===== config.mk =====
export PLATFORM = sky130hd
export DESIGN_NAME = polyphase_out_serializer
export DESIGN_NICKNAME = d
export VERILOG_FILES = /design/src/rtl/polyphase_pkg.sv /design/src/rtl/frame_fifo.sv /design/src/rtl/polyphase_out_serializer.sv
export SDC_FILE = /design/constraint.sdc
export NUM_CORES = 1
export LEC_CHECK = 0
export CORE_MARGIN = 4
export CORE_UTILIZATION = 50
export DETAILED_ROUTE_END_ITERATION = 10
export HOLD_SLACK_MARGIN = 0.03
export PLACE_DENSITY = 0.86
export SYNTH_ARGS = -nofsm -noshare
export SYNTH_HDL_FRONTEND = slang
export SYNTH_SLANG_ARGS = --single-unit

===== constraint.sdc =====
create_clock -name clk -period 3.95 [get_ports clk]
set_input_delay 0.395 -clock clk [delete_from_list [all_inputs] [get_ports clk]]
set_output_delay 0.395 -clock clk [all_outputs]
set_load 0.02 [all_outputs]

===== src/rtl/polyphase_pkg.sv =====
// Shared types for the polyphase FIR output path: sample, phase index, frame and
// the serializer FSM state encoding.
package polyphase_pkg;

  localparam int NPHASE = 4;
  localparam int DW     = 8;
  localparam int PHW    = $clog2(NPHASE);

  typedef logic signed [DW-1:0] sample_t;   // sfix8_En7
  typedef logic [PHW-1:0]       phase_idx_t;
  typedef sample_t              frame_t [NPHASE];

  typedef enum logic [1:0] {
    S_EMPTY,
    S_STREAM,
    S_LAST
  } ser_state_t;

  localparam phase_idx_t LAST_PHASE = phase_idx_t'(NPHASE - 1);

endpackage


===== src/rtl/frame_fifo.sv =====
// FRAME_DEPTH-entry frame buffer with wrapping pointers, occupancy count and
// full/empty flags. FRAME_DEPTH must be a power of two so pointers wrap naturally.
module frame_fifo
  import polyphase_pkg::*;
#(
  parameter int FRAME_DEPTH = 2
) (
  input  logic                         clk,
  input  logic                         rst_n,
  input  logic                         en,
  input  logic                         wr,
  input  logic                         rd,
  input  frame_t                       wr_data,
  output frame_t                       rd_data,
  output logic [$clog2(FRAME_DEPTH):0] count,
  output logic                         full,
  output logic                         empty
);

  localparam int PW = $clog2(FRAME_DEPTH);
  typedef logic [PW-1:0] ptr_t;
  typedef logic [PW:0]   cnt_t;

  frame_t mem_q [FRAME_DEPTH];
  ptr_t   wr_ptr_q, rd_ptr_q;
  cnt_t   count_q;

  // NOTE: storage has no reset; emptiness is tracked by count_q alone, which
  // keeps the array out of the reset tree and lets it map onto plain RAM.
  always_ff @(posedge clk) begin
    if (en && wr) mem_q[wr_ptr_q] <= wr_data;
  end

  // NOTE: state registers use non-blocking assignments so every flop samples
  // pre-edge values regardless of statement order.
  always_ff @(posedge clk or negedge rst_n) begin
    if (!rst_n) begin
      wr_ptr_q <= '0;
      rd_ptr_q <= '0;
      count_q  <= '0;
    end else if (en) begin
      if (wr) wr_ptr_q <= wr_ptr_q + 1'b1;
      if (rd) rd_ptr_q <= rd_ptr_q + 1'b1;
      case ({wr, rd})
        2'b10:   count_q <= count_q + cnt_t'(1);
        2'b01:   count_q <= count_q - cnt_t'(1);
        default: count_q <= count_q;
      endcase
    end
  end

  assign rd_data = mem_q[rd_ptr_q];
  assign count   = count_q;
  assign full    = (count_q == cnt_t'(FRAME_DEPTH));
  assign empty   = (count_q == '0);

endmodule


===== src/rtl/polyphase_out_serializer.sv =====
// Buffers parallel polyphase frames and streams them phase 0 first over valid/ready.
// Define SER_DROP_CNT_EN to add a saturating 16-bit drop_count output.
module polyphase_out_serializer
  import polyphase_pkg::*;
#(
  parameter int FRAME_DEPTH = 2
) (
  input  logic                 clk,
  input  logic                 reset,
  input  logic                 clk_enable,
  input  logic [NPHASE*DW-1:0] frame_in,
  input  logic                 frame_valid,
  output logic signed [DW-1:0] sample_out,
  output logic [PHW-1:0]       sample_phase,
  output logic                 sample_last,
  output logic                 sample_valid,
  input  logic                 sample_ready,
  output logic                 frame_drop,
  output logic                 busy
`ifdef SER_DROP_CNT_EN
  ,
  output logic [15:0]          drop_count
`endif
);

  localparam int CW = $clog2(FRAME_DEPTH) + 1;
  typedef logic [CW-1:0] cnt_t;

  frame_t     in_frame, rd_frame;
  cnt_t       fifo_count;
  logic       fifo_full, fifo_empty;
  logic       xfer, pop, push, drop;
  ser_state_t state_q;
  phase_idx_t phase_q, phase_inc;
  logic       frame_drop_q;

  // NOTE: every output of this block is assigned on every pass, so no latch.
  always_comb begin
    for (int k = 0; k < NPHASE; k++) in_frame[k] = frame_in[k*DW +: DW];
  end

  // A pop frees a slot in the same edge, so a full buffer can still accept.
  assign sample_valid = clk_enable && !fifo_empty;
  assign xfer         = sample_valid && sample_ready;
  assign pop          = xfer && (phase_q == LAST_PHASE);
  assign push         = clk_enable && frame_valid && (!fifo_full || pop);
  assign drop         = clk_enable && frame_valid && fifo_full && !pop;
  assign phase_inc    = phase_q + 1'b1;

  frame_fifo #(.FRAME_DEPTH(FRAME_DEPTH)) u_fifo (
    .clk     (clk),
    .rst_n   (reset),
    .en      (clk_enable),
    .wr      (push),
    .rd      (pop),
    .wr_data (in_frame),
    .rd_data (rd_frame),
    .count   (fifo_count),
    .full    (fifo_full),
    .empty   (fifo_empty)
  );

  always_ff @(posedge clk or negedge reset) begin
    if (!reset) begin
      state_q      <= S_EMPTY;
      phase_q      <= '0;
      frame_drop_q <= 1'b0;
    end else if (clk_enable) begin
      frame_drop_q <= drop;
      case (state_q)
        S_EMPTY:  if (push) state_q <= S_STREAM;
        S_STREAM: if (xfer) begin
          phase_q <= phase_inc;
          if (phase_inc == LAST_PHASE) state_q <= S_LAST;
        end
        S_LAST:   if (xfer) begin
          phase_q <= '0;
          state_q <= (fifo_count > cnt_t'(1) || push) ? S_STREAM : S_EMPTY;
        end
        default:  state_q <= S_EMPTY;
      endcase
    end
  end

  assign sample_out   = fifo_empty ? '0 : rd_frame[phase_q];
  assign sample_phase = phase_q;
  assign sample_last  = (state_q == S_LAST);
  assign frame_drop   = frame_drop_q;
  assign busy         = !fifo_empty;

`ifdef SER_DROP_CNT_EN
  logic [15:0] drop_count_q;

  always_ff @(posedge clk or negedge reset) begin
    if (!reset)                             drop_count_q <= '0;
    else if (drop && drop_count_q != 16'hFFFF) drop_count_q <= drop_count_q + 16'd1;
  end

  assign drop_count = drop_count_q;
`endif

endmodule


Word-level counts from Yosys, hierarchy flattened
Memory sizes are Yosys's and may differ from the RTL's.
Cells that the tools add are included.
{"block": "word_totals", "regBits": 9, "ramBits": 64, "input_bits": 37, "out_inout_bits": 14, "elab_cells": 64, "n_memories": 1}
{"block": "classes", "add_sub_neg": 5, "magnitude_cmp": 2, "n_eq_ne": 11, "mux": 16, "bitwise_logic": 1, "n_reduce_logical": 22}
{"memory": "u_fifo.mem_q", "words": 2, "word_bits": 32, "rd": 1, "rd_ports_with_merged_regs": 0, "write_ports": 1, "line": "frame_fifo.sv:24", "rtl": "frame_t mem_q [FRAME_DEPTH];"}
{"cell": "$mux 8", "n": 3}
{"cell": "$bmux 8 s2", "n": 1}
{"cell": "$mux 2", "n": 6}
{"cell": "$eq 2x2->1 const B", "n": 5}
{"cell": "$logic_and 1x1->1", "n": 8}
{"cell": "$pmux 2 s2", "n": 2}
{"cell": "$ne 2x2->1 const B", "n": 3}
{"cell": "$pmux 2 s3", "n": 1}
{"cell": "$reduce_and 2->1", "n": 3}
{"cell": "$reduce_and 5->1", "n": 1}
{"cell": "$add 2x1->2 const B", "n": 2}
{"cell": "$eq 2x1->1 const B", "n": 2}
{"cell": "$logic_not 2->1", "n": 2}
{"cell": "$reduce_and 4->1", "n": 1}
{"cell": "$reduce_bool 2->1", "n": 2}
{"cell": "$ge 3x3->1 const B", "n": 1}
{"cell": "$logic_not 1->1", "n": 3}
{"cell": "$mux 1", "n": 3}
{"cell": "$not 2->3", "n": 1}
{"cell": "$add 1x1->1 const B", "n": 2}
{"cell": "$gt 2x1->1 const B", "n": 1}
{"cell": "$logic_or 1x1->1", "n": 2}
{"cell": "$ne 2x1->1 const B", "n": 1}
{"cell": "$sub 2x1->2 const B", "n": 1}

Logic depth before layout (Yosys ltp)
{"block": "logic_depth", "word_depth": 11, "depth_mapped": 9}

Cells and area by module
Synthesis repeated with hierarchy kept, for this count alone.
{"block": "hier_totals", "hier_cells": 178, "area_unflattened_um2": 3270.6}
{"mod": "frame_fifo", "instances": 1, "cells_each": 119, "area_each_um2": 2660.1, "seq_area_each_um2": 2021.9}
{"mod": "polyphase_out_serializer", "instances": 1, "cells_each": 59, "area_each_um2": 610.6, "seq_area_each_um2": 125.1}

Least setup slack after synthesis
No wires, ideal clock.
{"block": "synth_timing", "path_type": "register -> register", "startpoint": "register u_fifo.count_q[0], in the netlist u_fifo.count[0]", "endpoint": "memory u_fifo.mem_q[1][0] (netlist bit), enable pin", "setup_ns": 0.421, "t_arrival_ns": 2.554, "setup_slack_ns": 0.975, "path_stages_with_launch": 7, "n_path_buf": 1, "synth_period_minus_slack_ns": 2.975, "path_cell_list": "dfrtp_1 -> inv_1 -> ha_1 -> buf_2 -> nand3b_1 -> a21o_1 -> nor2_1"}
{"block": "synth_between", "elab_chain_len": 10, "elab_cells_between_ends": 12, "cone_classes": "1 x eq/ne; 2 x mux; 9 x reduce/logical"}
{"element": "start, declared", "line": "frame_fifo.sv:26", "rtl": "cnt_t count_q;"}
{"element": "start signal, assigned", "line": "frame_fifo.sv:45", "rtl": "2'b10: count_q <= count_q + cnt_t'(1);"}
{"element": "start signal, assigned", "line": "frame_fifo.sv:46", "rtl": "2'b01: count_q <= count_q - cnt_t'(1);"}
{"element": "start signal, assigned", "line": "frame_fifo.sv:47", "rtl": "default: count_q <= count_q;"}
{"element": "$logic_not 2->1", "line": "frame_fifo.sv:55", "rtl": "assign empty = (count_q == '0);"}
{"element": "$logic_not 1->1", "line": "polyphase_out_serializer.sv:43", "rtl": "assign sample_valid = clk_enable && !fifo_empty;"}
{"element": "$logic_and 1x1->1", "line": "polyphase_out_serializer.sv:43"}
{"element": "$logic_and 1x1->1", "line": "polyphase_out_serializer.sv:44", "rtl": "assign xfer = sample_valid && sample_ready;"}
{"element": "$logic_and 1x1->1", "line": "polyphase_out_serializer.sv:45", "rtl": "assign pop = xfer && (phase_q == LAST_PHASE);"}
{"element": "$logic_or 1x1->1 *", "line": "polyphase_out_serializer.sv:46", "rtl": "assign push = clk_enable && frame_valid && (!fifo_full || pop);"}
{"element": "$logic_and 1x1->1 *", "line": "polyphase_out_serializer.sv:46"}
{"element": "$logic_and 1x1->1 *", "line": "frame_fifo.sv:31", "rtl": "if (en && wr) mem_q[wr_ptr_q] <= wr_data;"}
{"element": "$mux 1 *", "line": "frame_fifo.sv:31"}
{"element": "$mux 1 (not written as such) *", "line": "frame_fifo.sv:31"}
{"element": "end, declared", "line": "frame_fifo.sv:24"}
Mark *: on every way between the ends. The rest lies on a longest branch, timed or not.

Worst setup path after layout
{"block": "layout_timing", "startpoint": "register phase_q[1], in the netlist sample_phase[1]", "endpoint": "output port sample_out[3]"}
{"block": "layout_between", "elab_chain_len": 5}
{"element": "start, declared", "line": "polyphase_out_serializer.sv:34", "rtl": "phase_idx_t phase_q, phase_inc;"}
{"element": "start signal, assigned", "line": "polyphase_out_serializer.sv:73", "rtl": "phase_q <= phase_inc;"}
{"element": "$not 2->3 (not written as such)", "line": "polyphase_out_serializer.sv:85", "rtl": "assign sample_out = fifo_empty ? '0 : rd_frame[phase_q];"}
{"element": "$bmux 8 s2", "line": "polyphase_out_serializer.sv:85"}
{"element": "$mux 8 (not written as such) (2 in series)", "line": "polyphase_out_serializer.sv:85"}
{"element": "$mux 8", "line": "polyphase_out_serializer.sv:85"}
{"element": "end, declared", "line": "polyphase_out_serializer.sv:13", "rtl": "output logic signed [DW-1:0] sample_out,"}
Every way passes these cells. The select of a mux whose other input is x is not followed.

==> reports/results.tsv <==
stage	metric	value	unit
routing	drt_pass1_iterations	4	
placed_design	dp.cells	285	
clocking	cts_tree	done	
routing	vias_per_cell	5.31	
clocking	clk_pin_slew	0.08	ns
global_route	grt_first_pass_wirelength	8280	um
routing	drt-total-wl	4990	um
timing	fin_crit	2.86	ns
min_path	holdCritPathClass	in -> async	
critical_path	timing.rr.start	sample_phase[1]	
logic_synthesis	synth.mux.area_fraction	14.5	%
critical_path	crit_path_cell_trace	mux4_2 > mux2i_1 > nor2_1 > clkdlybuf4s50_1	
critical_path	crit_arrival	2.46	ns
logic_synthesis	yosys.area_share.simple	5.11	%
layout	fin_cells	301	
routing	drt_iter0_markers	60	
clocking	cts_max_level	3	
timing	max_freq	0.350	GHz
timing	maxSlewViolCount	0	
floorplanning	die_w	85.9	um
critical_path	ff2ff_path_depth	5	
clocking	clk_latency	0.35	ns
placed_design	place_area	3600	sq um
power	power.leakage	1.33	nW
layout	antennaDiodeCount	0	
floorplanning	start_util	51.3	%
power	power.density	654	nW/um^2
routing	drtAntennaViolNets	0	
floorplanning	row_count	28	
layout	multi_input_area	800	sq um
layout	drive_gt1_share	16.4	%
floorplanning	design.core.area	5920	sq um
routing	drc_errors	0	
logic_synthesis	synth-xor-area-share	1.15	%
floorplanning	die_h	85.9	um
critical_path	path_max_fanout	21	
clocking	cts_hold_buf	0	
critical_path	crit_path_end_kind	output pin	
logic_synthesis	synth_fa_ha_area_share	2.47	%
layout	finalInstanceArea	3780	sq um
global_route	grt.overflow.total	0	
clocking	cts.path.max_buffers	2	
clocking	ctsResizeCount	0	
clocking	cts_buffers	9	
global_route	grt_usage	15.3	%
routing	avgRoutedWirePerCell	16.6	um
timing	setup_tns	0	ns
flow_run	drv_cap	0	
layout	seq_area	2150	sq um
global_route	grt_max_degree	33	
critical_path	cp-start-kind	flip-flop	
placed_design	io_buffers	50	
critical_path	path_buf_inv	1	
critical_path	required	3.56	ns
logic_synthesis	syn_area_per_cell	18.3	sq um
critical_path	crit_family	flip-flops	
timing	maxSlewHeadroom	43.6	%
layout	nets	264	
run_status	outcome	completed	
clocking	postCtsSetupBuffers	0	
critical_path	critical_path_cell_count	4	
critical_path	crit_type	reg -> out	
layout	fill_cells	423	
timing	rsz0062_at_grt	no	
clocking	numClockSinks	73	
critical_path	cpPeakStageDelay	0.90	ns
logic_synthesis	synth_cell_type_count	29	
logic_synthesis	synth_compound_area_share	2.93	%
timing	finalCritPeriodShare	72.3	%
global_route	antenna_found_initial	0	
timing	clock_skew	0.00692	ns
placed_design	gp_congestion	0.716	
global_route	grt_pass1_vias	1761	
critical_path	timing.rr.end	u_fifo.mem_q[1][19]	
critical_path	reg2reg_slack	1.59	ns
logic_synthesis	yosysWarnings	0	
timing	finalHoldViolCount	0	
floorplanning	pin_count	51	
timing	tightest_slew	0.846	ns
power	vdd_drop_max	0.464	mV
floorplanning	die_area	7380	sq um
placed_design	hpwlAfterDp	3430	um
critical_path	slowest_stage	dfrtp_1	
logic_synthesis	syn_area	3040	sq um
logic_synthesis	ys_ff_latch	73	
timing	setup_viol	0	
logic_synthesis	ys_seq_area_share	70.7	%
logic_synthesis	synth_cells	166	
logic_synthesis	synth_top_family_by_area	multiplexers	
layout	area_growth	24.6	%
clocking	root_buffer	clkbuf_8	
logic_synthesis	syn_nets	209	
routing	vias	1597	
==> layer usage <==
metal / up-vias / track usage, % / share of wire, %
met4: 0 / 6.91 / 1.2
met1: 774 / 17.5 / 38
li1: 754 / - / -
met2: 64 / 25.9 / 53
met5: - / 0 / 0
met3: 5 / 5.28 / 8.4
==> cells in the mapped netlist <==
cell type,number,area share [%]
o2bb2ai_1,2,0.58
nand4_1,1,0.21
mux2i_1,8,2.6
clkbuf_1,2,0.25
nand2b_1,2,0.41
a21oi_1,1,0.16
o21ai_0,3,0.49
buf_6,2,0.74
a32o_1,2,0.66
nand2_1,2,0.25
nand4b_1,1,0.29
a31oi_1,1,0.21
nor2_1,11,1.4
nand3b_1,2,0.49
mux4_2,16,12
a21o_1,1,0.25
ha_1,6,2.5
inv_1,9,1.1
xor2_1,1,0.29
xnor2_1,3,0.87
dfrtp_1,9,7.4
buf_2,3,0.49
buf_4,2,0.49
o221ai_1,1,0.29
edfxtp_1,64,63
and3b_1,1,0.29
nor2b_1,8,1.6
a41oi_1,1,0.29
nand3_1,1,0.16
==> worst max path at each step <==
stage / end / slack, ns / from
after floorplan: u_fifo.mem_q[1][0] / 0.98 / u_fifo.count[0]
after global placement: sample_out[4] / 1.53 / sample_phase[1]
after detailed placement: sample_out[3] / 1.46 / sample_phase[1]
after CTS: sample_out[3] / 1.05 / sample_phase[1]
after global routing: sample_out[0] / 0.93 / sample_phase[1]
final: sample_out[3] / 1.09 / sample_phase[1]
==> metrics by stage <==
step / power [mW] / worst slack [ns] / hold WS (ns) / util, %
3_3_place_gp: 1.95 / 1.53 / 0.494 / 60.8
5_1_grt: 2.62 / 0.930 / 0.388 / 63.9
2_1_floorplan: 1.67 / 0.975 / 0.0994 / -
3_5_place_dp: 1.97 / 1.46 / 0.498 / 60.8
4_1_cts: 2.51 / 1.05 / 0.357 / 63.9
6_report: 2.48 / 1.09 / 0.353 / 63.9
==> layout make-up <==
type	count	share of cell area (%)
Clock buffer	9	3.27
Timing Repair Buffer	53	13.8
Tap cell	75	2.48
Sequential cell	73	56.7
Inverter	9	0.893
Clock inverter	7	1.65
Multi-Input combinational cell	75	21.1
==> sequential cells by signal, summed over array words and instances, names as in the netlist <==
signal	cells
u_fifo.mem_q	64
sample_phase	2
state_q	2
u_fifo.count	2
frame_drop	1
u_fifo.rd_ptr_q	1
u_fifo.wr_ptr_q	1
==> cells by family after synthesis <==
logic type	after synthesis
AOI/OAI and AO/OA	12
and+or+nand+nor	29
muxes	24
adders and majority gates	6
buffers and inverters	18
xor gates and xnor gates	4
DFF	73
==> power breakdown <==
group | total [mW] | internal (mW) | switching [mW]
logic | 0.860 | 0.458 | 0.402
registers | 1.08 | 0.972 | 0.112
clock network | 0.532 | 0.239 | 0.293
==> worst register-to-register path: cells and delay by family (launching register included) <==
family,cells,cell delay (ns)
AO/OA/AOI/OAI,1,0.25
AND/OR/NAND/NOR,2,0.17
flip-flops,1,0.90
adder cells (fa/ha/maj),1,0.30
buffers and inverters,1,0.37
==> placed cells by master (no fill, tap or decap), drive strengths merged, types with 2 or more instances in the layout <==
cell type / count
clkinvlp: 3
edfxtp: 64
nor2b: 8
ha: 6
clkbuf: 9
o21ai: 3
xnor2: 3
clkdlybuf4s50: 50
buf: 3
nand3b: 2
nand2b: 2
o2bb2ai: 2
nor2: 11
dfrtp: 9
mux4: 16
inv: 12
mux2i: 8
a32o: 2
nand2: 2
Note: power is estimated with default switching activity, not from simulation.
